**config.mk**
```make
export PLATFORM = sky130hd
export DESIGN_NAME = mmix_mem_responder_flat
export DESIGN_NICKNAME = d
export VERILOG_FILES = /design/src/rtl/mmix_mem_responder_if.sv /design/src/rtl/mmix_mem_responder.sv /design/src/flat_wrapper.sv
export SDC_FILE = /design/constraint.sdc
export NUM_CORES = 1
export LEC_CHECK = 0
export CAP_MARGIN = 20
export CORE_MARGIN = 2
export CORE_UTILIZATION = 55
export DETAILED_ROUTE_END_ITERATION = 12
export HOLD_SLACK_MARGIN = 0.08
export PLACE_DENSITY = 0.86
export SYNTH_ARGS = -nofsm -noshare
export SYNTH_HDL_FRONTEND = slang
export SYNTH_SLANG_ARGS = --single-unit
export TNS_END_PERCENT = 100
```
**constraint.sdc**
```tcl
create_clock -name clk -period 21.7 [get_ports clk]
set_input_delay 2.17 -clock clk [delete_from_list [all_inputs] [get_ports clk]]
set_output_delay 2.17 -clock clk [all_outputs]
set_load 0.01 [all_outputs]
```
**src/rtl/mmix_mem_responder_if.sv**
```systemverilog
// mmix_mem_responder_if: load/store request bus plus the Avalon-MM 16-bit beat port of the responder
interface mmix_mem_responder_if #(
  parameter int ADDR_W = 22
);
  logic [63:0] mem_address;
  logic [1:0] mem_datasize;
  logic mem_read;
  logic mem_write;
  logic [63:0] mem_writedata;
  logic [63:0] mem_readdata;
  logic mem_done;
  logic [ADDR_W-1:0] avm_address;
  logic [1:0] avm_byteenable;
  logic avm_read;
  logic avm_write;
  logic [15:0] avm_writedata;
  logic [15:0] avm_readdata;
  logic avm_readdatavalid;
  logic avm_waitrequest;
  modport master (
    output mem_address, mem_datasize, mem_read, mem_write, mem_writedata,
    output avm_readdata, avm_readdatavalid, avm_waitrequest,
    input mem_readdata, mem_done,
    input avm_address, avm_byteenable, avm_read, avm_write, avm_writedata
  );
  modport slave (
    input mem_address, mem_datasize, mem_read, mem_write, mem_writedata,
    input avm_readdata, avm_readdatavalid, avm_waitrequest,
    output mem_readdata, mem_done,
    output avm_address, avm_byteenable, avm_read, avm_write, avm_writedata
  );
endinterface

```
**src/rtl/mmix_mem_responder.sv**
```systemverilog
// mmix_mem_responder: runs one aligned MMIX load/store as 1-4 big-endian 16-bit Avalon-MM beats
module mmix_mem_responder #(
  parameter int ADDR_W = 22
) (
  input logic clk,
  input logic reset,
  mmix_mem_responder_if.slave bus
);
  typedef enum logic [2:0] {IDLE, RD_CMD, RD_WAIT, WR_CMD, DONE} state_t;
  state_t state;
  logic [1:0] size, beat;
  logic a0, is_last;
  logic [ADDR_W-1:0] base, req_base;
  logic [63:0] wdata, acc_nxt;
  logic [47:0] acc;
  // index of the final beat: byte/wyde 0, tetra 1, octa 3
  function automatic logic [1:0] last_of(input logic [1:0] s);
    return {s == 2'd3, s[1]};
  endfunction
  function automatic logic [15:0] beat_data(input logic [1:0] s, input logic [63:0] d, input logic [1:0] k);
    return s == 2'd0 ? {d[7:0], d[7:0]} : 16'(d >> {last_of(s) - k, 4'b0});
  endfunction
  assign req_base = bus.mem_address[ADDR_W:1] & ~ADDR_W'(last_of(bus.mem_datasize));
  assign is_last = beat == last_of(size);
  assign acc_nxt = size == 2'd0 ? {56'd0, a0 ? bus.avm_readdata[7:0] : bus.avm_readdata[15:8]}
                                : {acc, bus.avm_readdata};
  always_ff @(posedge clk or posedge reset)
    if (reset) begin
      state <= IDLE;
      size <= '0;
      beat <= '0;
      a0 <= 1'b0;
      base <= '0;
      wdata <= '0;
      acc <= '0;
      bus.mem_done <= 1'b0;
      bus.mem_readdata <= '0;
      bus.avm_read <= 1'b0;
      bus.avm_write <= 1'b0;
      bus.avm_address <= '0;
      bus.avm_byteenable <= '0;
      bus.avm_writedata <= '0;
    end else
      case (state)
        IDLE: if (bus.mem_read || bus.mem_write) begin
          size <= bus.mem_datasize;
          a0 <= bus.mem_address[0];
          base <= req_base;
          wdata <= bus.mem_writedata;
          beat <= '0;
          acc <= '0;
          bus.avm_address <= req_base;
          bus.avm_byteenable <= bus.mem_datasize != 2'd0 ? 2'b11 : bus.mem_address[0] ? 2'b01 : 2'b10;
          bus.avm_read <= bus.mem_read;
          bus.avm_write <= !bus.mem_read;
          bus.avm_writedata <= beat_data(bus.mem_datasize, bus.mem_writedata, 2'd0);
          state <= bus.mem_read ? RD_CMD : WR_CMD;
        end
        RD_CMD: if (!bus.avm_waitrequest) begin
          bus.avm_read <= 1'b0;
          state <= RD_WAIT;
        end
        RD_WAIT: if (bus.avm_readdatavalid) begin
          acc <= acc_nxt[47:0];
          if (is_last) begin
            bus.mem_readdata <= acc_nxt;
            bus.mem_done <= 1'b1;
            state <= DONE;
          end else begin
            beat <= beat + 2'd1;
            bus.avm_address <= base + ADDR_W'(beat + 2'd1);
            bus.avm_read <= 1'b1;
            state <= RD_CMD;
          end
        end
        WR_CMD: if (!bus.avm_waitrequest) begin
          if (is_last) begin
            bus.avm_write <= 1'b0;
            bus.mem_done <= 1'b1;
            state <= DONE;
          end else begin
            beat <= beat + 2'd1;
            bus.avm_address <= base + ADDR_W'(beat + 2'd1);
            bus.avm_writedata <= beat_data(size, wdata, beat + 2'd1);
          end
        end
        DONE: begin
          bus.mem_done <= 1'b0;
          state <= IDLE;
        end
        default: state <= IDLE;
      endcase
endmodule
```
**src/flat_wrapper.sv**
```systemverilog
// flat-port wrapper written by rule: the top's interface ports become plain ports
module mmix_mem_responder_flat 
#(
  parameter int ADDR_W = 22
)
  (clk, reset, bus_mem_address, bus_mem_datasize, bus_mem_read, bus_mem_write, bus_mem_writedata, bus_avm_readdata, bus_avm_readdatavalid, bus_avm_waitrequest, bus_mem_readdata, bus_mem_done, bus_avm_address, bus_avm_byteenable, bus_avm_read, bus_avm_write, bus_avm_writedata);
  mmix_mem_responder_if #(.ADDR_W(ADDR_W)) bus_i ();
  input logic clk;
  input logic reset;
  input wire logic [$bits(bus_i.mem_address)-1:0] bus_mem_address;
  input wire logic [$bits(bus_i.mem_datasize)-1:0] bus_mem_datasize;
  input wire logic [$bits(bus_i.mem_read)-1:0] bus_mem_read;
  input wire logic [$bits(bus_i.mem_write)-1:0] bus_mem_write;
  input wire logic [$bits(bus_i.mem_writedata)-1:0] bus_mem_writedata;
  input wire logic [$bits(bus_i.avm_readdata)-1:0] bus_avm_readdata;
  input wire logic [$bits(bus_i.avm_readdatavalid)-1:0] bus_avm_readdatavalid;
  input wire logic [$bits(bus_i.avm_waitrequest)-1:0] bus_avm_waitrequest;
  output wire logic [$bits(bus_i.mem_readdata)-1:0] bus_mem_readdata;
  output wire logic [$bits(bus_i.mem_done)-1:0] bus_mem_done;
  output wire logic [$bits(bus_i.avm_address)-1:0] bus_avm_address;
  output wire logic [$bits(bus_i.avm_byteenable)-1:0] bus_avm_byteenable;
  output wire logic [$bits(bus_i.avm_read)-1:0] bus_avm_read;
  output wire logic [$bits(bus_i.avm_write)-1:0] bus_avm_write;
  output wire logic [$bits(bus_i.avm_writedata)-1:0] bus_avm_writedata;
  assign bus_i.mem_address = bus_mem_address;
  assign bus_i.mem_datasize = bus_mem_datasize;
  assign bus_i.mem_read = bus_mem_read;
  assign bus_i.mem_write = bus_mem_write;
  assign bus_i.mem_writedata = bus_mem_writedata;
  assign bus_i.avm_readdata = bus_avm_readdata;
  assign bus_i.avm_readdatavalid = bus_avm_readdatavalid;
  assign bus_i.avm_waitrequest = bus_avm_waitrequest;
  assign bus_mem_readdata = bus_i.mem_readdata;
  assign bus_mem_done = bus_i.mem_done;
  assign bus_avm_address = bus_i.avm_address;
  assign bus_avm_byteenable = bus_i.avm_byteenable;
  assign bus_avm_read = bus_i.avm_read;
  assign bus_avm_write = bus_i.avm_write;
  assign bus_avm_writedata = bus_i.avm_writedata;
  mmix_mem_responder #(.ADDR_W(ADDR_W)) u_core (.clk(clk), .reset(reset), .bus(bus_i));
endmodule
```
Word-level counts from Yosys, hierarchy flattened
Index checks and enable logic that the tools add are counted.
{ "op_classes": {"mux": 44, "add_sub_neg": 4, "shifts": 2, "eq_ne": 14, "bitwise_logic": 2, "n_reduce_logical": 20} }
{ "op_table": {"columns": ["op", "count"], "rows": [
  ["$shr A64 B6 Y16", 2],
  ["$mux W48", 2],
  ["$pmux W48 S2", 1],
  ["$mux W22", 4],
  ["$mux W16", 5],
  ["$pmux W22 S3", 1],
  ["$mux W64", 1],
  ["$pmux W16 S2", 1],
  ["$add A22 B22 Y22", 1],
  ["$and A22 B22 Y22", 1],
  ["$not A2 Y22", 1],
  ["$mux W3", 6],
  ["$mux W2", 7],
  ["$pmux W3 S4", 1],
  ["$reduce_and A4 Y1", 3],
  ["$mux W1", 10],
  ["$ne A2 B2 Y1 const B", 5],
  ["$reduce_and A5 Y1", 2],
  ["$reduce_and A3 Y1", 3],
  ["$reduce_bool A3 Y1", 3],
  ["$mux W8", 1],
  ["$eq A3 B2 Y1 const B", 2],
  ["$pmux W1 S3", 2],
  ["$pmux W2 S3", 1],
  ["15 further kinds", 20]
]} }
{ "word_totals": {"word_cells": 100, "reg_bits": 249, "output_inout_bits": 107} }

Depth between registers and ports, before layout
{ "depth": {"word_depth": 7, "mapped_depth": 11, "depth_no_buf": 9} }

Least setup slack after synthesis
No wires, ideal clock.
{ "synth_timing": {"path_type": "input to register", "from": "input port bus_mem_datasize[0]", "to": "register u_core.bus.avm_writedata[10]", "setup_slack_ns": 18.245, "setup_ns": 0.127, "stages": 6, "t_arrival_ns": 3.328, "n_path_buf": 2, "required_time_ns": 21.573, "cell_sequence": "buf_2 buf_2 mux4_2 or3_1 o21ai_0 a21oi_1"} }
{ "synth_between": {"elab_chain_cells": 5, "elab_cells_between_ends": 6, "cone_classes": "eq/ne (1); shift (1); mux (3); reduce/logical (1)"} }
{ "synth_lines": {"columns": ["element", "line", "source"], "rows": [
  ["from (decl)", "flat_wrapper.sv:11", "input wire logic [$bits(bus_i.mem_datasize)-1:0] bus_mem_datasize;"],
  ["$eq A2 B2 Y1", "mmix_mem_responder.sv:18", "return {s == 2'd3, s[1]};"],
  ["$shr A64 B6 Y16", "mmix_mem_responder.sv:21", "return s == 2'd0 ? {d[7:0], d[7:0]} : 16'(d >> {last_of(s) - k, 4'b0});"],
  ["$mux W16 (*)", "mmix_mem_responder.sv:21", null],
  ["$mux W16 (*)", "mmix_mem_responder.sv:45", "IDLE: if (bus.mem_read || bus.mem_write) begin"],
  ["$pmux W16 S2 (*)", "mmix_mem_responder.sv:44", "case (state)"],
  ["to (signal assigned)", "mmix_mem_responder.sv:56", "bus.avm_writedata <= beat_data(bus.mem_datasize, bus.mem_writedata, 2'd0);"],
  ["to (signal assigned)", "mmix_mem_responder.sv:84", "bus.avm_writedata <= beat_data(size, wdata, beat + 2'd1);"],
  ["to (decl)", "mmix_mem_responder_if.sv:30", "output avm_address, avm_byteenable, avm_read, avm_write, avm_writedata"]
]} }
Every way passes the cells marked *; elsewhere a longest branch is shown, timed or not. The select of a mux whose other input is x is not followed.
A chain may end at the register's enable or synchronous reset.

Worst setup path in the final report
{ "layout_timing": {"from": "input port bus_mem_read", "to": "register u_core.acc[25]"} }
{ "layout_between": {"elab_chain_cells": 3} }
{ "layout_lines": {"columns": ["element", "line", "source"], "rows": [
  ["from (decl)", "flat_wrapper.sv:12", "input wire logic [$bits(bus_i.mem_read)-1:0] bus_mem_read;"],
  ["$logic_or A1 B1 Y1", "mmix_mem_responder.sv:45", null],
  ["$ne A2 B1 Y1 (no source line)", null, null],
  ["$reduce_and A3 Y1 (no source line)", null, null],
  ["to (signal assigned)", "mmix_mem_responder.sv:64", "acc <= acc_nxt[47:0];"],
  ["to (decl)", "mmix_mem_responder.sv:15", "logic [47:0] acc;"]
]} }
Every way passes these cells.

==> impl_metrics.env <==
export IMPL_status="completed"
export IMPL_hold_violations=0
export IMPL_grtUsageMet3=0.06054
export IMPL_synth_edf_count=0
export IMPL_firstDrtPassIters=5
export IMPL_skew_ns=0.01702
export IMPL_switchingPower_uw=982.5
export IMPL_grt_busiest_layer="met2"
export IMPL_fp_dieW_um=151.1
export IMPL_groute_usage_overall=0.2869
export IMPL_setup_tns_ns=0
export IMPL_clockPowerShare=0.198
export IMPL_finalSetupViolCount=0
export IMPL_ys_seq_elements=249
export IMPL_post_cts_resized=0
export IMPL_tightest_slew_ns=1.092
export IMPL_r2r_cells=7
export IMPL_intPower_uw=1414
export IMPL_syn_inst=1250
export IMPL_use_met1=0.3817
export IMPL_power_density_mw_per_mm2=158.6
export IMPL_ir_drop_uv=129.3
export IMPL_final_nets=1584
export IMPL_core_mm2=0.02115
export IMPL_fill_cells=1519
export IMPL_drcViolationCount=0
export IMPL_rsz0062_at_grt="false"
export IMPL_synth_area_mm2=0.01190
export IMPL_cts_setup_buffers=0
export IMPL_power_leakage_uw=0.007091
export IMPL_cts_path_max_buffers=3
export IMPL_grt_max_degree=98
export IMPL_synth_main_ff_cell="dfrtp_1"
export IMPL_cp_max_fo=68
export IMPL_clock_sinks=249
export IMPL_seq_power_share=0.330
export IMPL_wl_per_cell_um=19.05
export IMPL_finalCritPeriodShare=0.2056
export IMPL_initial_utilization=0.5627
export IMPL_vias=10210
export IMPL_dieArea_mm2=0.02283
export IMPL_rr_endpoint="u_core.bus.avm_address[19]"
export IMPL_via_per_inst=5.938
export IMPL_p_comb_frac=0.472
export IMPL_place_area_mm2=0.01417
export IMPL_reg2reg_from="u_core.size[1]"
export IMPL_yosysWarnings=0
export IMPL_use_met2=0.4709
export IMPL_report_final_slew_viol_count=0
export IMPL_holdCritPathClass="reg2reg"
export IMPL_antenna_found_initial=3
export IMPL_ys_seq_area_frac=0.5235
export IMPL_slew_headroom=0.2722
export IMPL_cts_root_buffer="clkbuf_16"
export IMPL_syn_num_nets=1408
export IMPL_place_gp_congestion=0.8488
export IMPL_ff2ff_setup_slack_ns=18.19
export IMPL_fmax_ghz=0.2241
export IMPL_layout_min_cycle_time_ns=4.462
export IMPL_cts_tree="built"
export IMPL_io_pins=259
export IMPL_crit_required_ns=22.10
export IMPL_final_area_mm2=0.01511
export IMPL_worstSetupPathType="in2reg"
export IMPL_cts_inserted_buffers=26
export IMPL_cts_hold_buf=0
export IMPL_avgSynthCellArea_um2=9.522
export IMPL_gr_total_overflow=0
export IMPL_clk_latency_ns=0.53
export IMPL_clkTransAtPathRegs_ns=0.06
export IMPL_min_from="u_core.bus.mem_readdata[50]"
export IMPL_area_growth_pct=26.94
export IMPL_chipHeight_um=151.1
export IMPL_sw_frac_of_total=0.4100
export IMPL_synth_async_sr_flop_share=1.000
export IMPL_routed_wl_um=32770
export IMPL_drtAntennaViolNets=0
export IMPL_rows=53
export IMPL_dr_first_iter_drc_count=906
export IMPL_whs_endpoint="u_core.bus.mem_readdata[50]"
export IMPL_portBuffers=217
export IMPL_yosysUniqueCellTypes=68
export IMPL_cp_end_kind="register"
export IMPL_critPathLaunchType="primary input"
export IMPL_holdPathStages=2
export IMPL_grt_pass1_vias=9993
export IMPL_maxCapViolations=0
export IMPL_htree_levels=1
export IMPL_crit_arrival_ns=4.86
export IMPL_drive_above_1_share=0.06717
export IMPL_grt_pass1_wl_um=51730
export IMPL_place_hpwl_um=21020
-- cell usage in the layout, fill, tap and decap left out, drive strengths merged, types with 7 or more instances in the layout --
| master | instances |
|---|---|
| a21oi | 36 |
| a22o | 40 |
| a31oi | 8 |
| buf | 19 |
| clkbuf | 35 |
| clkdlybuf4s50 | 217 |
| clkinv | 7 |
| dfrtp | 249 |
| inv | 13 |
| mux2i | 81 |
| mux4 | 9 |
| nand2 | 404 |
| nand3 | 73 |
| nor2 | 25 |
| nor3 | 7 |
| nor4 | 7 |
| o21ai | 80 |
| o221ai | 15 |
| o22ai | 15 |
| or3 | 18 |
| xnor2 | 12 |
-- cell families after synthesis --
logic type               Yosys count  synth area share
AO/OA/AOI/OAI                    227            0.1295
multiplexers                      90           0.08515
flip-flops                       249            0.5235
adder cells (fa/ha/maj)            6          0.006938
XOR/XNOR                          14           0.01093
buffers and inverters            101           0.04036
AND/OR/NAND/NOR                  563            0.2036
-- synth_stat cells, types with 6 or more instances --
master,number,area [um2]
mux4_2,9,202.7
nand2_1,403,1513
nor2_1,23,86.33
nand3_1,72,360.4
nor3_1,6,30.03
a22o_1,40,350.3
o22ai_1,15,93.84
buf_4,7,52.55
buf_2,30,150.1
clkbuf_1,43,161.4
o21ai_1,14,70.07
dfrtp_1,249,6231
o21ai_0,65,325.3
o221ai_1,15,131.4
xnor2_1,11,96.34
a21oi_1,36,180.2
inv_1,13,48.80
mux2i_1,81,810.8
or3_1,18,112.6
a31oi_1,7,43.79
-- critical path: stages --
cell	delay, ns
clkdlybuf4s50_1	0.55
nor2_1	0.11
nor4_4	0.22
buf_4	0.44
buf_4	0.68
a21oi_2	0.04
buf_4	0.30
a22o_1	0.30
-- final cells by class --
| class | instances | area [um2] | share of cell area |
|---|---|---|---|
| Antenna cell | 1 | 2.502 | 0.0001656 |
| Tap cell | 275 | 344.1 | 0.02277 |
| Multi-Input combinational cell | 900 | 5226 | 0.3459 |
| Sequential cell | 249 | 6231 | 0.4124 |
| Clock buffer | 35 | 755.7 | 0.05002 |
| Inverter | 13 | 56.30 | 0.003726 |
| Timing Repair Buffer | 236 | 2338 | 0.1548 |
| Clock inverter | 11 | 155.1 | 0.01027 |
-- stage by stage --
step / std cells / hold WS (ns) / utilization / total power (uW) / worst slack, ns
4_1_cts: 1718 / 0.4689 / 0.7128 / 2395 / 17.13
3_5_place_dp: 1672 / 0.4555 / 0.6698 / 1910 / 16.56
3_3_place_gp: 1671 / 0.4489 / 0.6692 / 1861 / 16.61
5_1_grt: 1720 / 0.4896 / 0.7143 / 2546 / 17.07
6_report: 1720 / 0.4652 / 0.7143 / 2397 / 17.24
2_1_floorplan: 1250 / 0.4403 / - / 1543 / 12.69
-- power by group through the flow --
stage	registers (uW)	clock network, uW	logic (uW)
detailed placement	790	0	1120
CTS	786	479	1130
global route	809	498	1240
global placement	781	0	1080
floorplan	779	0	764
finish	790	475	1130
-- sequential cells by signal (all words and copies together) (netlist names), 2 cells and up --
register,count
u_core.size,2
u_core.beat,2
u_core.bus.mem_readdata,64
u_core.bus.avm_byteenable,2
u_core.bus.avm_writedata,16
u_core.state,3
u_core.wdata,64
u_core.acc,48
u_core.base,22
u_core.bus.avm_address,22
-- metal layers --
layer  vias up  share of wire
met2       471           0.48
met5         -        0.00012
met3        85          0.089
met4         2          0.032
li1       4661              -
met1      4995           0.39
-- worst max-delay path by stage --
| stage | from | to | slack [ns] | cells after the start |
|---|---|---|---|---|
| 6_report | bus_mem_read | u_core.acc[25] | 17.24 | 8 |
| 3_3_place_gp | reset | u_core.wdata[16] | 16.61 | 4 |
| 5_1_grt | reset | u_core.wdata[32] | 17.07 | 5 |
| 4_1_cts | reset | u_core.bus.avm_writedata[7] | 17.13 | 4 |
| 2_1_floorplan | reset | u_core.a0 | 12.69 | 1 |
| 3_5_place_dp | reset | u_core.wdata[16] | 16.56 | 4 |
Power figures use the tool's default switching activity.
